`config.mk`:
```
export PLATFORM = sky130hd
export DESIGN_NAME = detect_count_display_flat
export DESIGN_NICKNAME = d
export VERILOG_FILES = /design/src/rtl/detect_pkg.sv /design/src/rtl/detect_count_display_if.sv /design/src/rtl/seg7_digit_decoder.sv /design/src/rtl/detect_count_display.sv /design/src/flat_wrapper.sv
export SDC_FILE = /design/constraint.sdc
export NUM_CORES = 1
export LEC_CHECK = 0
export ABC_AREA = 1
export CAP_MARGIN = 20
export CORE_ASPECT_RATIO = 1.4
export CORE_MARGIN = 8
export CORE_UTILIZATION = 45
export CTS_CLUSTER_DIAMETER = 120
export DETAILED_ROUTE_END_ITERATION = 7
export GPL_ROUTABILITY_DRIVEN = 0
export MAX_ROUTING_LAYER = met4
export PLACE_DENSITY = 0.71
export SLEW_MARGIN = 0
export SYNTH_ARGS = -nofsm -noshare
export SYNTH_HDL_FRONTEND = slang
export SYNTH_HIERARCHICAL = 1
export SYNTH_SLANG_ARGS = --single-unit
```
`constraint.sdc`:
```
create_clock -name clk -period 2.2 [get_ports clk]
set_input_delay 0.44 -clock clk [delete_from_list [all_inputs] [get_ports clk]]
set_output_delay 0.44 -clock clk [all_outputs]
set_load 0.03 [all_outputs]
```
`src/rtl/detect_pkg.sv`:
```
// Shared definitions for the detection counter/display stage: segment patterns,
// dp FSM states and default parameter values.
package detect_pkg;

   localparam int MOD_DEFAULT     = 10;
   localparam int DP_HOLD_DEFAULT = 4;

   // Segment order is {g,f,e,d,c,b,a}, active-high
   localparam logic [6:0] SEG_0    = 7'h3F;
   localparam logic [6:0] SEG_1    = 7'h06;
   localparam logic [6:0] SEG_2    = 7'h5B;
   localparam logic [6:0] SEG_3    = 7'h4F;
   localparam logic [6:0] SEG_4    = 7'h66;
   localparam logic [6:0] SEG_5    = 7'h6D;
   localparam logic [6:0] SEG_6    = 7'h7D;
   localparam logic [6:0] SEG_7    = 7'h07;
   localparam logic [6:0] SEG_8    = 7'h7F;
   localparam logic [6:0] SEG_9    = 7'h6F;
   localparam logic [6:0] SEG_DASH = 7'h40;

   typedef enum logic {DP_OFF, DP_ON} dp_state_e;

endpackage

```
`src/rtl/detect_count_display_if.sv`:
```
// Bus between the sequence detector side and the count/display stage.
interface detect_count_display_if;

   logic       det_in;
   logic       clr;
   logic [3:0] count;
   logic       wrap;
   logic [7:0] seg;

   modport master (output det_in, clr, input count, wrap, seg);
   modport slave  (input det_in, clr, output count, wrap, seg);

endinterface

```
`src/rtl/seg7_digit_decoder.sv`:
```
// Combinational 4-bit value to 7-segment {g..a} decoder; non-decimal values show a dash.
module seg7_digit_decoder
   import detect_pkg::*;
(
   input  logic [3:0] value,
   output logic [6:0] segs
);

   always_comb begin
      segs = SEG_DASH;
      case (value)
         4'd0:    segs = SEG_0;
         4'd1:    segs = SEG_1;
         4'd2:    segs = SEG_2;
         4'd3:    segs = SEG_3;
         4'd4:    segs = SEG_4;
         4'd5:    segs = SEG_5;
         4'd6:    segs = SEG_6;
         4'd7:    segs = SEG_7;
         4'd8:    segs = SEG_8;
         4'd9:    segs = SEG_9;
         default: segs = SEG_DASH;
      endcase
   end

endmodule

```
`src/rtl/detect_count_display.sv`:
```
// Counts rising edges of the detector match flag modulo MOD, shows the count on a
// 7-segment display and lights the decimal point for DP_HOLD cycles per detection.
module detect_count_display
   import detect_pkg::*;
#(
   parameter int MOD     = MOD_DEFAULT,
   parameter int DP_HOLD = DP_HOLD_DEFAULT
)(
   input  logic                  clk,
   input  logic                  reset,
   detect_count_display_if.slave bus
);

   localparam int                   TIMER_W = (DP_HOLD > 0) ? $clog2(DP_HOLD + 1) : 1;
   localparam logic [3:0]           LAST    = 4'(MOD - 1);
   localparam logic [TIMER_W-1:0]   HOLD    = TIMER_W'(DP_HOLD);

   logic               det_q;
   logic               rise;
   logic [3:0]         count;
   logic               wrap;
   logic [7:0]         seg;
   logic [6:0]         digit;
   logic [TIMER_W-1:0] timer;
   logic [TIMER_W-1:0] timer_next;
   dp_state_e          state;
   dp_state_e          state_next;

   // det_q resets high so a level already present at reset release is not a detection
   assign rise = bus.det_in & ~det_q;

   seg7_digit_decoder u_decoder (
      .value (count),
      .segs  (digit)
   );

   always_ff @(posedge clk) begin
      if (reset) begin
         det_q <= 1'b1;
         count <= '0;
         wrap  <= 1'b0;
         seg   <= {1'b0, SEG_0};
      end else begin
         det_q <= bus.det_in;
         if (bus.clr) begin
            count <= '0;
            wrap  <= 1'b0;
         end else if (rise) begin
            wrap  <= (count == LAST);
            count <= (count == LAST) ? 4'd0 : count + 4'd1;
         end else begin
            wrap  <= 1'b0;
         end
         // Display follows the registered count/timer, one cycle behind them
         seg <= {timer != '0, digit};
      end
   end

   always_ff @(posedge clk) begin
      if (reset) begin
         state <= DP_OFF;
         timer <= '0;
      end else begin
         state <= state_next;
         timer <= timer_next;
      end
   end

   always_comb begin
      state_next = state;
      timer_next = timer;
      if (bus.clr) begin
         state_next = DP_OFF;
         timer_next = '0;
      end else if (rise) begin
         // A rise while already lit simply restarts the hold
         timer_next = HOLD;
         state_next = (DP_HOLD > 0) ? DP_ON : DP_OFF;
      end else if (state == DP_ON) begin
         timer_next = timer - TIMER_W'(1);
         if (timer == TIMER_W'(1)) begin
            state_next = DP_OFF;
         end
      end
   end

   assign bus.count = count;
   assign bus.wrap  = wrap;
   assign bus.seg   = seg;

endmodule

```
`src/flat_wrapper.sv`:
```
// flat-port wrapper written by rule: the top's interface ports become plain ports
module detect_count_display_flat import detect_pkg::*;
#(
   parameter int MOD     = MOD_DEFAULT,
   parameter int DP_HOLD = DP_HOLD_DEFAULT
)
  (clk, reset, bus_det_in, bus_clr, bus_count, bus_wrap, bus_seg);
  detect_count_display_if bus_i ();
  input  logic clk;
  input  logic reset;
  input wire logic [$bits(bus_i.det_in)-1:0] bus_det_in;
  input wire logic [$bits(bus_i.clr)-1:0] bus_clr;
  output wire logic [$bits(bus_i.count)-1:0] bus_count;
  output wire logic [$bits(bus_i.wrap)-1:0] bus_wrap;
  output wire logic [$bits(bus_i.seg)-1:0] bus_seg;
  assign bus_i.det_in = bus_det_in;
  assign bus_i.clr = bus_clr;
  assign bus_count = bus_i.count;
  assign bus_wrap = bus_i.wrap;
  assign bus_seg = bus_i.seg;
  detect_count_display #(.MOD(MOD), .DP_HOLD(DP_HOLD)) u_core (.clk(clk), .reset(reset), .bus(bus_i));
endmodule
```
==> results of run 1 <==
==> placed cells by master, fill, tap and decap left out, drive strengths merged <==
master | Yosys | final
a21oi | 5 | 5
and3 | 1 | 1
clkbuf | 0 | 3
clkdlybuf4s50 | 0 | 16
dfxtp | 18 | 18
ha | 9 | 9
inv | 21 | 21
nand2 | 33 | 33
nand3 | 7 | 7
nor2 | 9 | 9
nor3 | 1 | 1
o211ai | 1 | 1
o21ai | 3 | 3
o21bai | 1 | 1
or2 | 7 | 7
xnor2 | 1 | 1
==> area by class of cell <==
cell class,instances,share of cell area [%]
inverters,21,7.24
multi-input cells,78,40.5
repair buffers,16,14.7
flip-flops and latches,18,33.1
clock buffers,3,2.07
well taps,21,2.41
==> cells in the mapped netlist <==
master,instances
nand2_1,33
dfxtp_1,18
inv_1,19
o21ai_0,3
a21oi_1,5
o211ai_1,1
and3_2,1
inv_2,2
ha_1,9
nor3_1,1
xnor2_1,1
o21bai_1,1
or2_2,7
nor2_4,2
nand3_1,7
nor2_1,7
==> per-layer routing <==
metal | part of all wire [%] | routed length, µm | GRT usage [%]
met5 | 0 | 0 | -
met4 | 0.61 | 10 | 4.75
met3 | 8.1 | 132 | 2.83
met2 | 47 | 774 | 16.3
met1 | 44 | 722 | 9.91
==> worst min-delay path: stages (launching register included) <==
cell and delay [ps]:
dfxtp_1 310, inv_1 100, a21oi_1 70
==> power by group through the flow <==
| stage | logic [mW] | registers [mW] | clock network (mW) |
|---|---|---|---|
| floorplan | 0.0179 | 0.345 | 0 |
| global placement | 0.0380 | 0.341 | 0 |
| detailed placement | 0.0386 | 0.341 | 0 |
| CTS | 0.0388 | 0.333 | 0.163 |
| global route | 0.0427 | 0.334 | 0.173 |
| finish | 0.0383 | 0.333 | 0.155 |
==> metrics by stage <==
| stage | hold slack, ps | utilization (%) | worst slack (ps) |
|---|---|---|---|
| floorplan | 464 | - | 526 |
| global placement | 514 | 56.1 | 541 |
| detailed placement | 518 | 56.1 | 526 |
| CTS | 533 | 57.2 | 200 |
| global route | 570 | 57.2 | 141 |
| finish | 521 | 57.2 | 224 |
==> worst paths after layout <==
| kind | start | to | slack, ps | depth (start not counted) |
|---|---|---|---|---|
| max | u_core/bus.count[2] | bus_count[2] | 220 | 1 |
| min | u_core/timer[2] | u_core/bus.seg[7] | 520 | 2 |
| max reg2reg | u_core/bus.count[1] | u_core/bus.seg[3] | 650 | 7 |
| min reg2reg | u_core/timer[2] | u_core/bus.seg[7] | 520 | 2 |
==> sequential cells by signal, summed over array words and instances (netlist names) <==
signal	count
u_core/bus.seg	8
u_core/bus.count	4
u_core/timer	3
u_core/bus.wrap	1
u_core/det_q	1
u_core/state	1
==> kinds of logic after synthesis <==
kind of cell    after synthesis
xor+xnor                      1
flops                        18
fa+ha+maj                     9
simple gates                 58
compound gates               10
buf+inv                      21
==> impl_metrics.ini, run 1 <==
[power_and_ir_drop]
power_switching_mw = 0.116
cellLeakagePower_nw = 0.463
power_mw = 0.526
power-per-cell-area_nw_per_um2 = 484
cell_internal_pwr_mw = 0.410
switching_share_pct = 22.1
clkPwrFrac_pct = 29.4
ir_drop_mv = 0.332
p_seq_share_pct = 63.3
p_comb_share_pct = 7.3

[global_routing]
grt_pass1_wl_um = 2630
grt_pass1_vias = 664
grt_usage_pct = 9.68
overflow = 0
grt_max_degree = 11
antenna_found_initial = 0

[critical_path]
cp_max_fo = 10
critPathTopFamily = buffers and inverters
endpoint_kind = primary output
cpPeakStageDelay_ps = 740
slowest_stage = clkdlybuf4s50_1
path_buf_inv = 1
worst-setup-path-type = flop to primary output
worstPathArrival_ps = 1540
path_cells = clkdlybuf4s50_1
cp.required_ps = 1760
critPathLaunchType = flop

[clock_tree]
path_clk_slew_ps = 90
htree_levels = 1
tritoncts = yes
cts_root_buf = clkbuf_4
cts_made_buffers = 3
cts_resized = 0
worstSkewPairLatency_ps = 280
clock_sinks = 18
cts_buffer_depth = 2
cts_setup_buffers = 0
ctsHoldBuffers = 0

[sta]
finalSetupViolCount = 0
worst_pin_slew_ps = 328
fin_crit_sh_pct = 89.8
final.setup.tns_ps = 0
rsz0062_at_grt = false
fmax_mhz = 506
hold_violations = 0
min_period_ps = 1980
slew_violations = 0
maxSlewHeadroom_pct = 78.1
skew_ps = 2.20

[place]
hpwl_um = 1310
dp.cells = 154
io_buffers = 16
placed_cell_area_um2 = 1070

[die]
num_rows = 19
die_h_um = 68.3
die_w_um = 53.4
io_pins = 17
die_area_um2 = 3650
core_um2 = 1900
start_util_pct = 46.3

[synth]
avgSynthCellArea_um2 = 7.52
synth-seq-cells = 18
synthMuxAreaShare_pct = 0
yosys-top-cells-area = dfxtp_1 41%, nand2_1 14%, ha_1 13%, inv_1 8.1%, or2_2 5.0%
ys_warn_count = 6
synth_compound_area_share_pct = 6.26
yosys.area.top_type = dfxtp_1
synth_fp_nets = 130
synth-xor-area-share_pct = 0.996
synthAdderAreaFrac_pct = 12.8
yosys.area_share.simple_pct = 30.0
netlist_instances = 117
synth_top_family_by_area = simple AND/OR/NAND/NOR gates
synth_top_area_share_pct = 41.0
synth_area_um2 = 880
seq_area_frac_synth_pct = 41.0
yosysUniqueCellTypes = 16

[job]
cap_violations = 0

[routing]
first_pass_iters = 4
ant_nets = 0
drc = 0
route.vias.total = 711
wirelength_um = 1640
avgRoutedWirePerCell_um = 10.4
via_per_inst = 4.53
drt_iter0_drc = 29

[layout]
finalNetCount = 151
diodes = 0
fin_area_um2 = 1090
final_cells = 157
layout-drive-gt1-share_pct = 11.0
regArea_um2 = 360
multi_input_area_um2 = 440
syn_to_final_growth_pct = 23.8
fillers = 199

[outcome]
outcome = complete, no violations

[hold_path]
hp-class = flop to flop
No activity file was read; power rests on OpenSTA's default activity.
==> run 2, diff against run 1 <==
--- a/config.mk
+++ b/config.mk
@@ -15,6 +15,7 @@
 export GPL_ROUTABILITY_DRIVEN = 0
 export MAX_ROUTING_LAYER = met4
 export PLACE_DENSITY = 0.71
+export SETUP_SLACK_MARGIN = 0.02
 export SLEW_MARGIN = 0
 export SYNTH_ARGS = -nofsm -noshare
 export SYNTH_HDL_FRONTEND = slang
==> results of run 2 <==
No change in the layout: final DEF, timing and power equal those of run 1.
==> run 3, diff against run 2 <==
--- a/config.mk
+++ b/config.mk
@@ -7,17 +7,15 @@
 export LEC_CHECK = 0
 export ABC_AREA = 1
 export CAP_MARGIN = 20
-export CORE_ASPECT_RATIO = 1.4
 export CORE_MARGIN = 8
-export CORE_UTILIZATION = 45
+export CORE_UTILIZATION = 52
 export CTS_CLUSTER_DIAMETER = 120
 export DETAILED_ROUTE_END_ITERATION = 7
 export GPL_ROUTABILITY_DRIVEN = 0
 export MAX_ROUTING_LAYER = met4
-export PLACE_DENSITY = 0.71
+export PLACE_DENSITY = 0.81
 export SETUP_SLACK_MARGIN = 0.02
 export SLEW_MARGIN = 0
 export SYNTH_ARGS = -nofsm -noshare
 export SYNTH_HDL_FRONTEND = slang
-export SYNTH_HIERARCHICAL = 1
 export SYNTH_SLANG_ARGS = --single-unit
==> run 3 against run 2 <==
Worst hold slack got worse by 49 ps. Die area shrank 14%. Fmax rose by 1.7%. Clock skew is 0.53 ps higher. Via count is 2.5% lower. Non-clock buffer count unchanged. First-iteration DRC count decreased by 31%. Power grew 8.5%. Register-to-register slack gained 250 ps. Clock power is 30% higher. Count of clock-buffer cells in the layout up 1. Critical path depth did not move.
==> impl_metrics.ini, run 3 <==
[outcome]
outcome = complete, no violations

[sta]
fmax_mhz = 515
fin_crit_sh_pct = 88.3
skew_ps = 2.73
worst_pin_slew_ps = 395
rsz0062_at_grt = false
fin_ws_ps = 257
final.setup.tns_ps = 0
maxSlewHeadroom_pct = 73.5
hold_violations = 0
fin_worst_hold_slack_ps = 472
min_period_ps = 1940
finalSetupViolCount = 0
slew_violations = 0

[synth]
avgSynthCellArea_um2 = 7.67
netlist_instances = 108
yosysMostFrequentCell = nand2_1
ys_warn_count = 0
synth_top_area_share_pct = 43.5
yosys-top-cells-area = dfxtp_1 44%, ha_1 15%, nand2_1 15%, inv_1 8.2%, nor2_1 3.2%
synthTopCellsByCount = 33 x nand2_1, 18 x dfxtp_1, 18 x inv_1
synth_fp_nets = 122
yosys.area.top_type = dfxtp_1
synth_ff_type = dfxtp_1
synthArstFlopShare_pct = 0
synth_edf_count = 0
seq_area_frac_synth_pct = 43.5
yosysUniqueCellTypes = 17
synth-seq-cells = 18
synth_area_um2 = 828

[layout]
final_cell_mix = 33 x nand2_1, 18 x inv_1, 18 x dfxtp_1
multi_input_area_um2 = 397
syn_to_final_growth_pct = 26.1
final_cells = 144
regMostFlops = u_core.bus.seg
largest_reg_flops = 8
finalNetCount = 143
fin_util_pct = 69.4
regArea_um2 = 360
largestRegisters = u_core.bus.seg: 8 flops, u_core.bus.count: 4 flops, u_core.timer: 3 flops
fillers = 123
fin_area_um2 = 1040
layout-drive-gt1-share_pct = 5.47
diodes = 0
final_common_cell = nand2_1

[critical_path]
worstPathArrival_ps = 1500
rrSetupSlack_ps = 900
cp.required_ps = 1760
cp_max_fo = 7
cpPeakStageDelay_ps = 730
slowest_stage = clkdlybuf4s50_1
endpoint_kind = primary output
path_buf_inv = 1
path_cells = clkdlybuf4s50_1
critPathTopFamily = buffers and inverters
worst-setup-path-type = flop to primary output
critPathLaunchType = flop

[clock_tree]
worstSkewPairLatency_ps = 290
clock_sinks = 18
path_clk_slew_ps = 100
cts_root_buf = clkbuf_4
cts_buffer_depth = 2
cts_made_buffers = 3
htree_levels = 1
ctsHoldBuffers = 0
tritoncts = yes
cts_resized = 0
cts_setup_buffers = 0

[job]
cap_violations = 0

[die]
die_h_um = 55.9
num_rows = 14
die_area_um2 = 3130
start_util_pct = 55.0
die_w_um = 55.9
core_um2 = 1510
io_pins = 17

[power_and_ir_drop]
ir_drop_mv = 0.348
power-per-cell-area_nw_per_um2 = 547
cellLeakagePower_nw = 0.488
power_mw = 0.571

[global_routing]
grt_pass1_wl_um = 2670
grt_usage_pct = 10.6
grt_pass1_vias = 634
antenna_found_initial = 0
grt_max_degree = 11
overflow = 0

[routing]
first_pass_iters = 6
drc = 0
ant_nets = 0
wirelength_um = 1570
avgRoutedWirePerCell_um = 10.9
drt_iter0_drc = 20
route.vias.total = 693
via_per_inst = 4.81

[place]
hpwl_um = 1240
dp.cells = 140
place_ws_ps = 503
io_buffers = 16
placed_cell_area_um2 = 1010

[hold_path]
hp-class = flop to flop
run 3: cell count changes after synthesis, sizes merged, moves of 2 or more:
cell   before  now
or2         7    2
nor2        9    7
nand3       7    4
inv        21   19
run 3: worst reg2reg max path: stages, from the launching register on:
cell and delay (ps):
dfxtp_1 460, inv_1 170, ha_1 320, nand2_1 90, nand2_1 60, nand2_1 50
nand2_1 50
run 3: per-layer routing:
layer / global-route usage, % / wire length [µm] / vias to the layer above / share of wire, %
li1: - / - / 373 / -
met2: 16.7 / 677 / 26 / 43
met3: 4.34 / 116 / 5 / 7.4
met1: 11.0 / 732 / 289 / 47
met4: 6.19 / 44 / 0 / 2.8
met5: - / 0 / - / 0
run 3: cells by family after synthesis:
| group | count (synthesis) | share of synthesized area [%] |
|---|---|---|
| and+or+nand+nor | 48 | 23.4 |
| buffers and inverters | 19 | 8.61 |
| DFF | 18 | 43.5 |
| AOI/OAI and AO/OA | 13 | 9.37 |
| adders and majority gates | 10 | 15.1 |
run 3: layout make-up:
type / instances / area share (%)
flip-flops and latches: 18 / 34.5
clock buffers: 4 / 3.47
repair buffers: 16 / 15.3
inverters: 19 / 6.83
well taps: 16 / 1.92
multi-input cells: 71 / 38.0
run 3: final timing paths:
path / from / to / cells after the start
setup / recovery: u_core.bus.count[2] / bus_count[2] / 1
hold / removal: u_core.timer[1] / u_core.timer[1] / 2
setup reg to reg: u_core.bus.count[0] / u_core.bus.seg[3] / 6
hold reg to reg: u_core.timer[1] / u_core.timer[1] / 2
run 3: power breakdown:
part	switching, mW	total [mW]	internal [mW]
Clock	0.101	0.202	0.101
Sequential	0.00263	0.333	0.330
Combinational	0.0216	0.0364	0.0148
